===== config.mk =====
export PLATFORM = sky130hd
export DESIGN_NAME = decode_execute_reg
export DESIGN_NICKNAME = d
export VERILOG_FILES = /design/src/rtl/decode_execute_reg.sv
export SDC_FILE = /design/constraint.sdc
export NUM_CORES = 1
export LEC_CHECK = 0
export BUFFER_PORTS_ARGS = -buffer_cell sky130_fd_sc_hd__buf_4
export CORE_AREA = 2 2 163 165
export CTS_CLUSTER_DIAMETER = 80
export CTS_CLUSTER_SIZE = 20
export DETAILED_ROUTE_END_ITERATION = 10
export DIE_AREA = 0 0 165 167
export PLACE_DENSITY_LB_ADDON = 0.15
export REMOVE_ABC_BUFFERS = 1
export SYNTH_ARGS = -nofsm -noshare
export SYNTH_HDL_FRONTEND = slang
export SYNTH_SLANG_ARGS = --single-unit

===== constraint.sdc =====
create_clock -name clk -period 4.9 [get_ports clk]
set_clock_uncertainty 0.15 [all_clocks]
set_input_delay 1.225 -clock clk [delete_from_list [all_inputs] [get_ports clk]]
set_output_delay 1.225 -clock clk [all_outputs]
set_load 0.02 [all_outputs]

===== src/rtl/decode_execute_reg.sv =====
// Decode-to-execute pipeline register with load-use bubble insertion,
// flush handling and saturating bubble/flush event counters.
module decode_execute_reg #(
  parameter int XLEN       = 32,
  parameter int RA_W       = 5,
  parameter int CTRL_W     = 12,
  parameter int CNT_W      = 16,
  parameter bit USE_HAZARD = 1'b1
) (
  input  logic              clk,
  input  logic              rst_n,
  input  logic              valid_d,
  input  logic [XLEN-1:0]   rd1_d,
  input  logic [XLEN-1:0]   rd2_d,
  input  logic [XLEN-1:0]   pc_d,
  input  logic [XLEN-1:0]   imm_ext_d,
  input  logic [XLEN-1:0]   pc_plus4_d,
  input  logic [RA_W-1:0]   rs1_d,
  input  logic [RA_W-1:0]   rs2_d,
  input  logic [RA_W-1:0]   rd_d,
  input  logic [CTRL_W-1:0] ctrl_d,
  input  logic              mem_read_d,
  input  logic              stall_e,
  input  logic              flush_e,
  output logic              valid_e,
  output logic [XLEN-1:0]   rd1_e,
  output logic [XLEN-1:0]   rd2_e,
  output logic [XLEN-1:0]   pc_e,
  output logic [XLEN-1:0]   imm_ext_e,
  output logic [XLEN-1:0]   pc_plus4_e,
  output logic [RA_W-1:0]   rs1_e,
  output logic [RA_W-1:0]   rs2_e,
  output logic [RA_W-1:0]   rd_e,
  output logic [CTRL_W-1:0] ctrl_e,
  output logic              mem_read_e,
  output logic              load_use_stall,
  output logic [CNT_W-1:0]  bubble_cnt,
  output logic [CNT_W-1:0]  flush_cnt
);

  logic src_hit;
  logic clear_e;

  assign src_hit = (rd_e == rs1_d) || (rd_e == rs2_d);

  generate
    if (USE_HAZARD) begin : g_hz
      assign load_use_stall = valid_e && mem_read_e
                           && (rd_e != '0) && valid_d
                           && !flush_e && !stall_e
                           && src_hit;
    end else begin : g_no_hz
      assign load_use_stall = 1'b0;
    end
  endgenerate

  // Reset, flush and bubble all zero the execute stage
  assign clear_e = !rst_n || flush_e
                || (!stall_e && load_use_stall);

  always_ff @(posedge clk) begin
    if (clear_e) begin
      valid_e    <= 1'b0;
      rd1_e      <= '0;
      rd2_e      <= '0;
      pc_e       <= '0;
      imm_ext_e  <= '0;
      pc_plus4_e <= '0;
      rs1_e      <= '0;
      rs2_e      <= '0;
      rd_e       <= '0;
      ctrl_e     <= '0;
      mem_read_e <= 1'b0;
    end else if (!stall_e) begin
      valid_e    <= valid_d;
      rd1_e      <= rd1_d;
      rd2_e      <= rd2_d;
      pc_e       <= pc_d;
      imm_ext_e  <= imm_ext_d;
      pc_plus4_e <= pc_plus4_d;
      rs1_e      <= rs1_d;
      rs2_e      <= rs2_d;
      rd_e       <= rd_d;
      ctrl_e     <= ctrl_d;
      mem_read_e <= mem_read_d;
    end
  end

  always_ff @(posedge clk) begin
    if (!rst_n) begin
      flush_cnt  <= '0;
      bubble_cnt <= '0;
    end else begin
      if (flush_e && (flush_cnt != '1))
        flush_cnt <= flush_cnt + CNT_W'(1);
      if (load_use_stall && (bubble_cnt != '1))
        bubble_cnt <= bubble_cnt + CNT_W'(1);
    end
  end

endmodule

==> results of run 1 <==
==> through the flow <==
step | hold slack [ns] | power (mW) | worst slack (ns)
floorplan | 0.402 | 2.13 | -1.09
global placement | 0.325 | 2.41 | 0.942
detailed placement | 0.334 | 2.41 | 0.969
CTS | 0.357 | 3.69 | 0.975
global route | 0.376 | 3.78 | 0.908
finish | 0.351 | 3.62 | 0.962
==> cells in the mapped netlist (2+ instances only) <==
library cell               number
sky130_fd_sc_hd__nor3_1         7
sky130_fd_sc_hd__nand3_1        8
sky130_fd_sc_hd__nand2b_1       4
sky130_fd_sc_hd__or3_1          3
sky130_fd_sc_hd__ha_1           2
sky130_fd_sc_hd__buf_2         18
sky130_fd_sc_hd__inv_1          5
sky130_fd_sc_hd__and3_1         4
sky130_fd_sc_hd__and2_1         3
sky130_fd_sc_hd__nand2_1       15
sky130_fd_sc_hd__xor2_1        18
sky130_fd_sc_hd__nor2_1       214
sky130_fd_sc_hd__clkbuf_1      29
sky130_fd_sc_hd__a211oi_1       4
sky130_fd_sc_hd__nor4_1         3
sky130_fd_sc_hd__mux2i_1      195
sky130_fd_sc_hd__o211ai_1       4
sky130_fd_sc_hd__or4_1          9
sky130_fd_sc_hd__nand4_1       12
sky130_fd_sc_hd__and4_1         5
sky130_fd_sc_hd__a21oi_1       13
sky130_fd_sc_hd__xnor2_1        2
sky130_fd_sc_hd__o31ai_1        9
sky130_fd_sc_hd__dfxtp_1      221
sky130_fd_sc_hd__o21ai_0        5
==> power by group through the flow <==
stage	combinational, mW	sequential, mW	clock [mW]
6_report	0.485	1.88	1.25
5_1_grt	0.522	1.89	1.37
4_1_cts	0.492	1.88	1.32
3_5_place_dp	0.492	1.92	0
3_3_place_gp	0.487	1.92	0
2_1_floorplan	0.144	1.98	0
==> per-layer routing <==
metal | global-route usage (%) | wire, um
met5 | 0 | 0
met4 | 6.31 | 834
met3 | 6.70 | 2400
met2 | 31.8 | 13000
met1 | 20.5 | 10200
==> cell families (layout without fill, tap and decap cells) <==
logic type / count (synthesis) / in the layout / synth area share (%)
simple gates: 289 / 289 / 15.1
flops: 221 / 221 / 52.9
mux: 195 / 195 / 23.3
buf+inv: 55 / 448 / 2.78
compound gates: 42 / 42 / 3.49
xor+xnor: 20 / 20 / 2.10
fa+ha+maj: 2 / 2 / 0.299
other cells: 0 / 1 / 0
==> path summary, 6_finish.rpt <==
path / end / depth (start not counted) / slack, ns / from
setup / recovery: load_use_stall / 7 / 0.96 / rs1_d[4]
hold / removal: rd2_e[25] / 2 / 0.35 / rd2_e[25]
setup reg to reg: rd1_e[15] / 7 / 2.31 / rd_e[0]
hold reg to reg: rd2_e[25] / 2 / 0.35 / rd2_e[25]
==> cell type report <==
class                      count  area [um2]  area share [%]
antenna                        1        2.50          0.0205
clock buffer                  18         387            3.17
clock inverter                 3        46.3           0.379
inverter                       6        22.5           0.184
multi-input combinational    548        3720            30.4
sequential                   221        4420            36.2
tap                          335         419            3.43
timing repair buffer         421        3190            26.1
==> sequential cells by signal, summed over array words and instances (netlist names) <==
register / cells
valid_e: 1
flush_cnt: 16
ctrl_e: 12
rs2_e: 5
pc_plus4_e: 32
mem_read_e: 1
rd_e: 5
bubble_cnt: 16
imm_ext_e: 32
rd1_e: 32
rs1_e: 5
pc_e: 32
rd2_e: 32
==> worst max-delay path, cell delays in order <==
cell and delay, ns:
sky130_fd_sc_hd__buf_4 0.12, sky130_fd_sc_hd__xor2_1 0.13, sky130_fd_sc_hd__nor3_1 0.43, sky130_fd_sc_hd__a22oi_2 0.14
sky130_fd_sc_hd__buf_4 0.25, sky130_fd_sc_hd__nor2_1 0.13, sky130_fd_sc_hd__buf_4 0.15
==> run summary, run 1 <==
Clock latency on the worst-skew pair, taken at its later pin, is 0.48 ns. For this run, the post-layout net count is 1,408. The fraction of synthesis flops using an asynchronous set or reset pin is 0%. Ranked by total cell area, the synthesized netlist is headed by sky130_fd_sc_hd__dfxtp_1 (53%), sky130_fd_sc_hd__mux2i_1 (23%), sky130_fd_sc_hd__nor2_1 (9.6%). The run gives 0 as the remaining antenna violation count. The tools report the total DRC errors in the routed layout as 0. The run gives 0 ns as the summed negative setup slack over all endpoints. The total core area is 25,800 um2, and the number of max-slew violations in the final report is 0. The type of element launching the critical path was an input port. The initialized floorplan defines 59 standard-cell rows. The via count of the first global-routing pass is 7,199. The proportion of netlist area held by the largest area contributor is 52.9%. The top cell types in the final layout, fill and taps aside, are sky130_fd_sc_hd__buf_4 (418), sky130_fd_sc_hd__dfxtp_1 (221), sky130_fd_sc_hd__nor2_1 (214), sky130_fd_sc_hd__mux2i_1 (195), sky130_fd_sc_hd__xor2_1 (18). The standby leakage power came out at 5.85 nW. TritonCTS built the clock tree. For the pin with the worst max-slew slack, the measured transition is 1.04 ns. CTS saw 221 sinks. The tools report the element type at the critical path end as an output pin. The ratio of routed vias to standard cells works out to 4.64. Post-CTS timing repair inserted 0 buffers for setup.

From left edge to right edge, the die measures 165 um. The min-delay analysis places its worst path in the category flop to flop. Once placement completed, the tool counted placed cells totaling 1,531. The detail-routed net length per standard cell came out at 17.0 um.

The share of final-layout standard cells stronger than drive strength 1 is 36.6%, and the total congestion overflow after global routing is 0. Clock tree synthesis inserted a total of 15 buffers. The die covers 27,600 um2.

Most used flip-flop cell after synthesis: sky130_fd_sc_hd__dfxtp_1. IR analysis of the VDD net gives a maximum drop of 0.231 mV. The routed layout has 7,205 vias. Global routing usage summed across all routing layers: 18.3%.

The library cell used most frequently in the layout, excluding fill and tap cells, is sky130_fd_sc_hd__buf_4. The largest net degree at the start of global routing is 105, and the clock transition time at the flip-flop clock pins of the worst setup and hold paths is 0.08 ns. CTS placed an instance of sky130_fd_sc_hd__clkbuf_16 at the clock tree root.

The switching share of power is 24.9%. Setup repair after global routing left no endpoint under its margin. The initial antenna violation count was 1; the sequential cell fraction of total power was 52.0%. The flow ran to the end, and the final reports show no timing, DRC or antenna violations. In this run, synthesis inferred 0 flip-flops with an integrated enable. The count of endpoints failing setup in the final report was 0; the fraction of the cycle the final worst path needs was 80.4%. For the final instance area, the log shows 12,200 um2. In this run, synthesis produced a sequential element count of 221.

The congestion estimate from routability-driven global placement came to 0.783. For the hold buffer count at cts, the log shows 0. The run gives 4 as the number of detailed-routing iterations run before antenna repair. Global-route wire length before repair: 39,600 um. Summing every instance area after synthesis gives 8360 um2. The cell count after synthesis came out at 824. In this run the worst path has a maximum fanout of 28. Port buffering added 414 buffers. For the worst setup path, the data arrival time is 2.56 ns. Measured on the finished design, the core utilization comes to 47.4%. For this block, the initial DRC count from the detailed router was 255.

The die is 167 um tall. Post-CTS repair changed the size of 0 cells. The hold violation total from the final report came out at 0. Data on the critical path is required at its endpoint by 3.52 ns. Critical path class: input port to output pin.

The run gives 34.6% as the clock network fraction of design power. The synthesized netlist contains 37 unique library cells. Summing the sequential cell areas from Yosys gives 52.9% of the chip area. The count of cells in the finished layout, fillers not included, comes to 1,553. The clock tree buffer depth was 3.

Per report_power, the combinational group accounts for 13.4% of the total. Timing would allow up to 254 MHz. The cell-internal power was 2.72 mW. The number of H-tree branching levels is 1, and the mean cell area of the mapped netlist is 10.1 um2. The final critical-path required period works out to 3.94 ns. In this run the tightest slew margin relative to its limit is 30.7%. The tool flagged a number of max-cap violations equal to 0. During I/O placement, the number of pins put on the boundary was 415. The count of warnings emitted by yosys was 0; the power per standard cell area was 296 nW/um2. The placed instances occupy a cell area of 11,800 um2.

Library cell occupying the most area in the post-synthesis netlist: sky130_fd_sc_hd__dfxtp_1. The fill cell total of the finished layout is 2,518, and the area added between synthesis and finish is 46.1%. The post-detailed-routing wire length was 26,400 um. The placed wire-length estimate after detailed placement is 19,600 um, and the starting density of the core is 32.5%. In this run the power spent charging and discharging nets is 0.899 mW.
Power figures use the tool's default switching activity.
==> inputs of run 2 (changes only) <==
- clock period: 4.9 -> 3.32 ns (I/O delays scaled with it)
==> run 2 against run 1 <==
Compared with the run above:
- power is 46% higher
- sequential share of layout area fell by 0.21 points
- non-clock buffer count is 7 higher
- critical path type is now flop to output pin
==> run summary, run 2 (synthesized netlist as in run 1, its figures left out) <==
The flow ran to the end, and the final reports show no timing, DRC or antenna violations. The core region is 25,800 um2. The overall die width works out to 165 um. The via count of the first global-routing pass was 7,079; the hold violation total from the final report was 0. At the worst endpoint, the required time is 2.34 ns.

Timing would allow up to 333 MHz. Dividing the final minimum period by the clock period gives 90.6%. Starting density of the core: 32.5%. Counting stages on the worst path, the most repeated cell is sky130_fd_sc_hd__buf_4. After clock tree synthesis, the clock-pin slew on the worst setup and hold paths is 0.08 ns.

The share of the core filled with cells in the final layout was 47.7%. The worst hold path begins at pc_e[19]. The floorplan has 59 rows. For the full die area, the log shows 27,600 um2. The class of the most critical hold timing path is flop to flop. The power per standard cell area is 429 nW/um2, and the sequential cell area is 4420 um2.

Post-CTS timing repair inserted 0 buffers for setup. Entering global routing, the biggest net connects 119 pins. The number of vias after detailed routing was 7,250. The standby leakage power came out at 5.90 nW. The pre-antenna-repair detailed-routing pass consisted of 4 iterations.

The share of final-layout standard cells stronger than drive strength 1 was 37.0%; the initial antenna violation count was 2. For this design the top-level I/O count stands at 415. In the final routed layout, each cell accounts on average for 16.8 um. The most critical setup path has its startpoint at rd_e[0]. The clock drives 221 sinks. The worst setup path is captured at an output pin. The count of instances resized after the clock tree is built was 0; the post-detailed-routing wire length was 26,100 um. The number of H-tree branching levels came out at 1. Routability-driven placement finished with a final weighted congestion of 0.793. STA classifies the critical path startpoint as a flop. The first global-routing pass estimated 39,500 um of wire. The cell at the slowest stage of the critical path was sky130_fd_sc_hd__nor3_1. Across the run, the number of max-cap violations was 0. Grouping stages by cell kind, the critical path spends the most delay in simple AND/OR/NAND/NOR gates. Input and output buffers added on the ports amount to 414. Clock latency on the worst-skew pair, taken at its later pin, is 0.48 ns. Leading cell type in the layout, fill and taps excluded: sky130_fd_sc_hd__buf_4. The summed negative setup slack over all endpoints was 0 ns. The y dimension of the die is 167 um. For this block, the initial DRC count from the detailed router was 372. The run gives 0 as the hold buffer count at cts. The critical path class was flop to output pin.

The logs give 18.1% for the global routing usage summed across all routing layers and 2.03 ns for the data arrival time of the worst path. The clock tree buffer depth was 3. The critical path goes through buf_4, xor2_1, nor3_1, a22oi_2, nor2_1, buf_4. Reg-to-reg startpoint: rd_e[0].

The logs give 2,445 for the fill cell total of the finished layout and 39.4% for the relative max-transition margin. The run gives 15 as the total clock buffers created by CTS. In the routed design, unresolved DRC markers number 0.

The count of nets left with antenna violations once routing finished came out at 0. Setup repair after global routing left no endpoint under its margin. The total overflow left after global routing is 0.

The logs give 0.316 mV for the worst vdd rail ir drop and 3720 um2 for the area used by multi-input combinational logic. Cell at the root of the clock tree: sky130_fd_sc_hd__clkbuf_16. Counting both buffers and inverters, the worst setup path holds a total of 2. The layout net count was 1,415. In the layout the commonest cells are sky130_fd_sc_hd__buf_4 (422), sky130_fd_sc_hd__dfxtp_1 (221), sky130_fd_sc_hd__nor2_1 (214), sky130_fd_sc_hd__mux2i_1 (195), sky130_fd_sc_hd__xor2_1 (18).

The tools report the number of max-slew violations in the final report as 0. Detailed placement finished with a half-perimeter wire length of 19,500 um. For the pin with the worst max-slew slack, the measured transition is 0.909 ns.

Setup violations remaining at the end of the flow were counted as 0. The area growth from synthesis to layout is 46.9%. In the routed layout, each cell is associated on average with a via count of 4.65. For this run, the slowest stage of the critical path takes 0.41 ns.

TritonCTS built the clock tree. The largest fanout on the critical path was 4; the final critical-path required period was 3.01 ns.
==> run 2: cell types whose count changed in the layout (fill, tap and decap cells not counted), sizes merged <==
cell / change
inv: +1
buf: +7
clkbuf: -1
bufinv: -1
==> run 2: worst register-to-register path: cells and delay by family (launching register included) <==
kind | cells | cell delay, ns
buffers and inverters | 3 | 0.77
and+or+nand+nor | 2 | 0.57
AOI/OAI and AO/OA | 2 | 0.41
DFF | 1 | 0.32
xor gates and xnor gates | 1 | 0.16
==> run 2: worst paths after layout <==
| path | end | slack [ns] | depth (start not counted) |
|---|---|---|---|
| worst max-delay path | load_use_stall | 0.31 | 6 |
| worst min-delay path | pc_e[19] | 0.35 | 2 |
| worst max register to register | pc_plus4_e[9] | 0.84 | 8 |
| worst min register to register | pc_e[19] | 0.35 | 2 |
==> run 2: area by class of cell <==
class	instances	share of cell area [%]
multi-input cells	548	30.3
diodes	1	0.0204
repair buffers	428	26.7
clock inverters	3	0.183
flip-flops and latches	221	36.0
clock buffers	17	3.20
well taps	335	3.41
inverters	6	0.183
==> run 2: stage by stage <==
step           cell area [um2]  power, mW  worst slack (ns)  cells  hold slack (ns)
6_report                 12300       5.27             0.313   1559            0.349
5_1_grt                  12300       5.52             0.263   1559            0.376
4_1_cts                  12300       5.39             0.316   1558            0.356
3_5_place_dp             11900       3.57             0.368   1538            0.335
3_3_place_gp             11900       3.56             0.366   1538            0.324
2_1_floorplan             8150       3.14             -2.28    775            0.402
==> run 2: power by group <==
part / switching [mW] / internal (mW)
clock network: 0.921 / 0.853
registers: 0.0452 / 2.73
logic: 0.349 / 0.378
total: 1.32 / 3.96
==> run 2: metal layers <==
metal,track usage [%],vias to the layer above,wire length [um]
met5,0,-,13
met3,7.15,41,2520
met1,20.2,3367,9970
met4,5.60,2,797
met2,31.4,242,12800
li1,-,3598,-
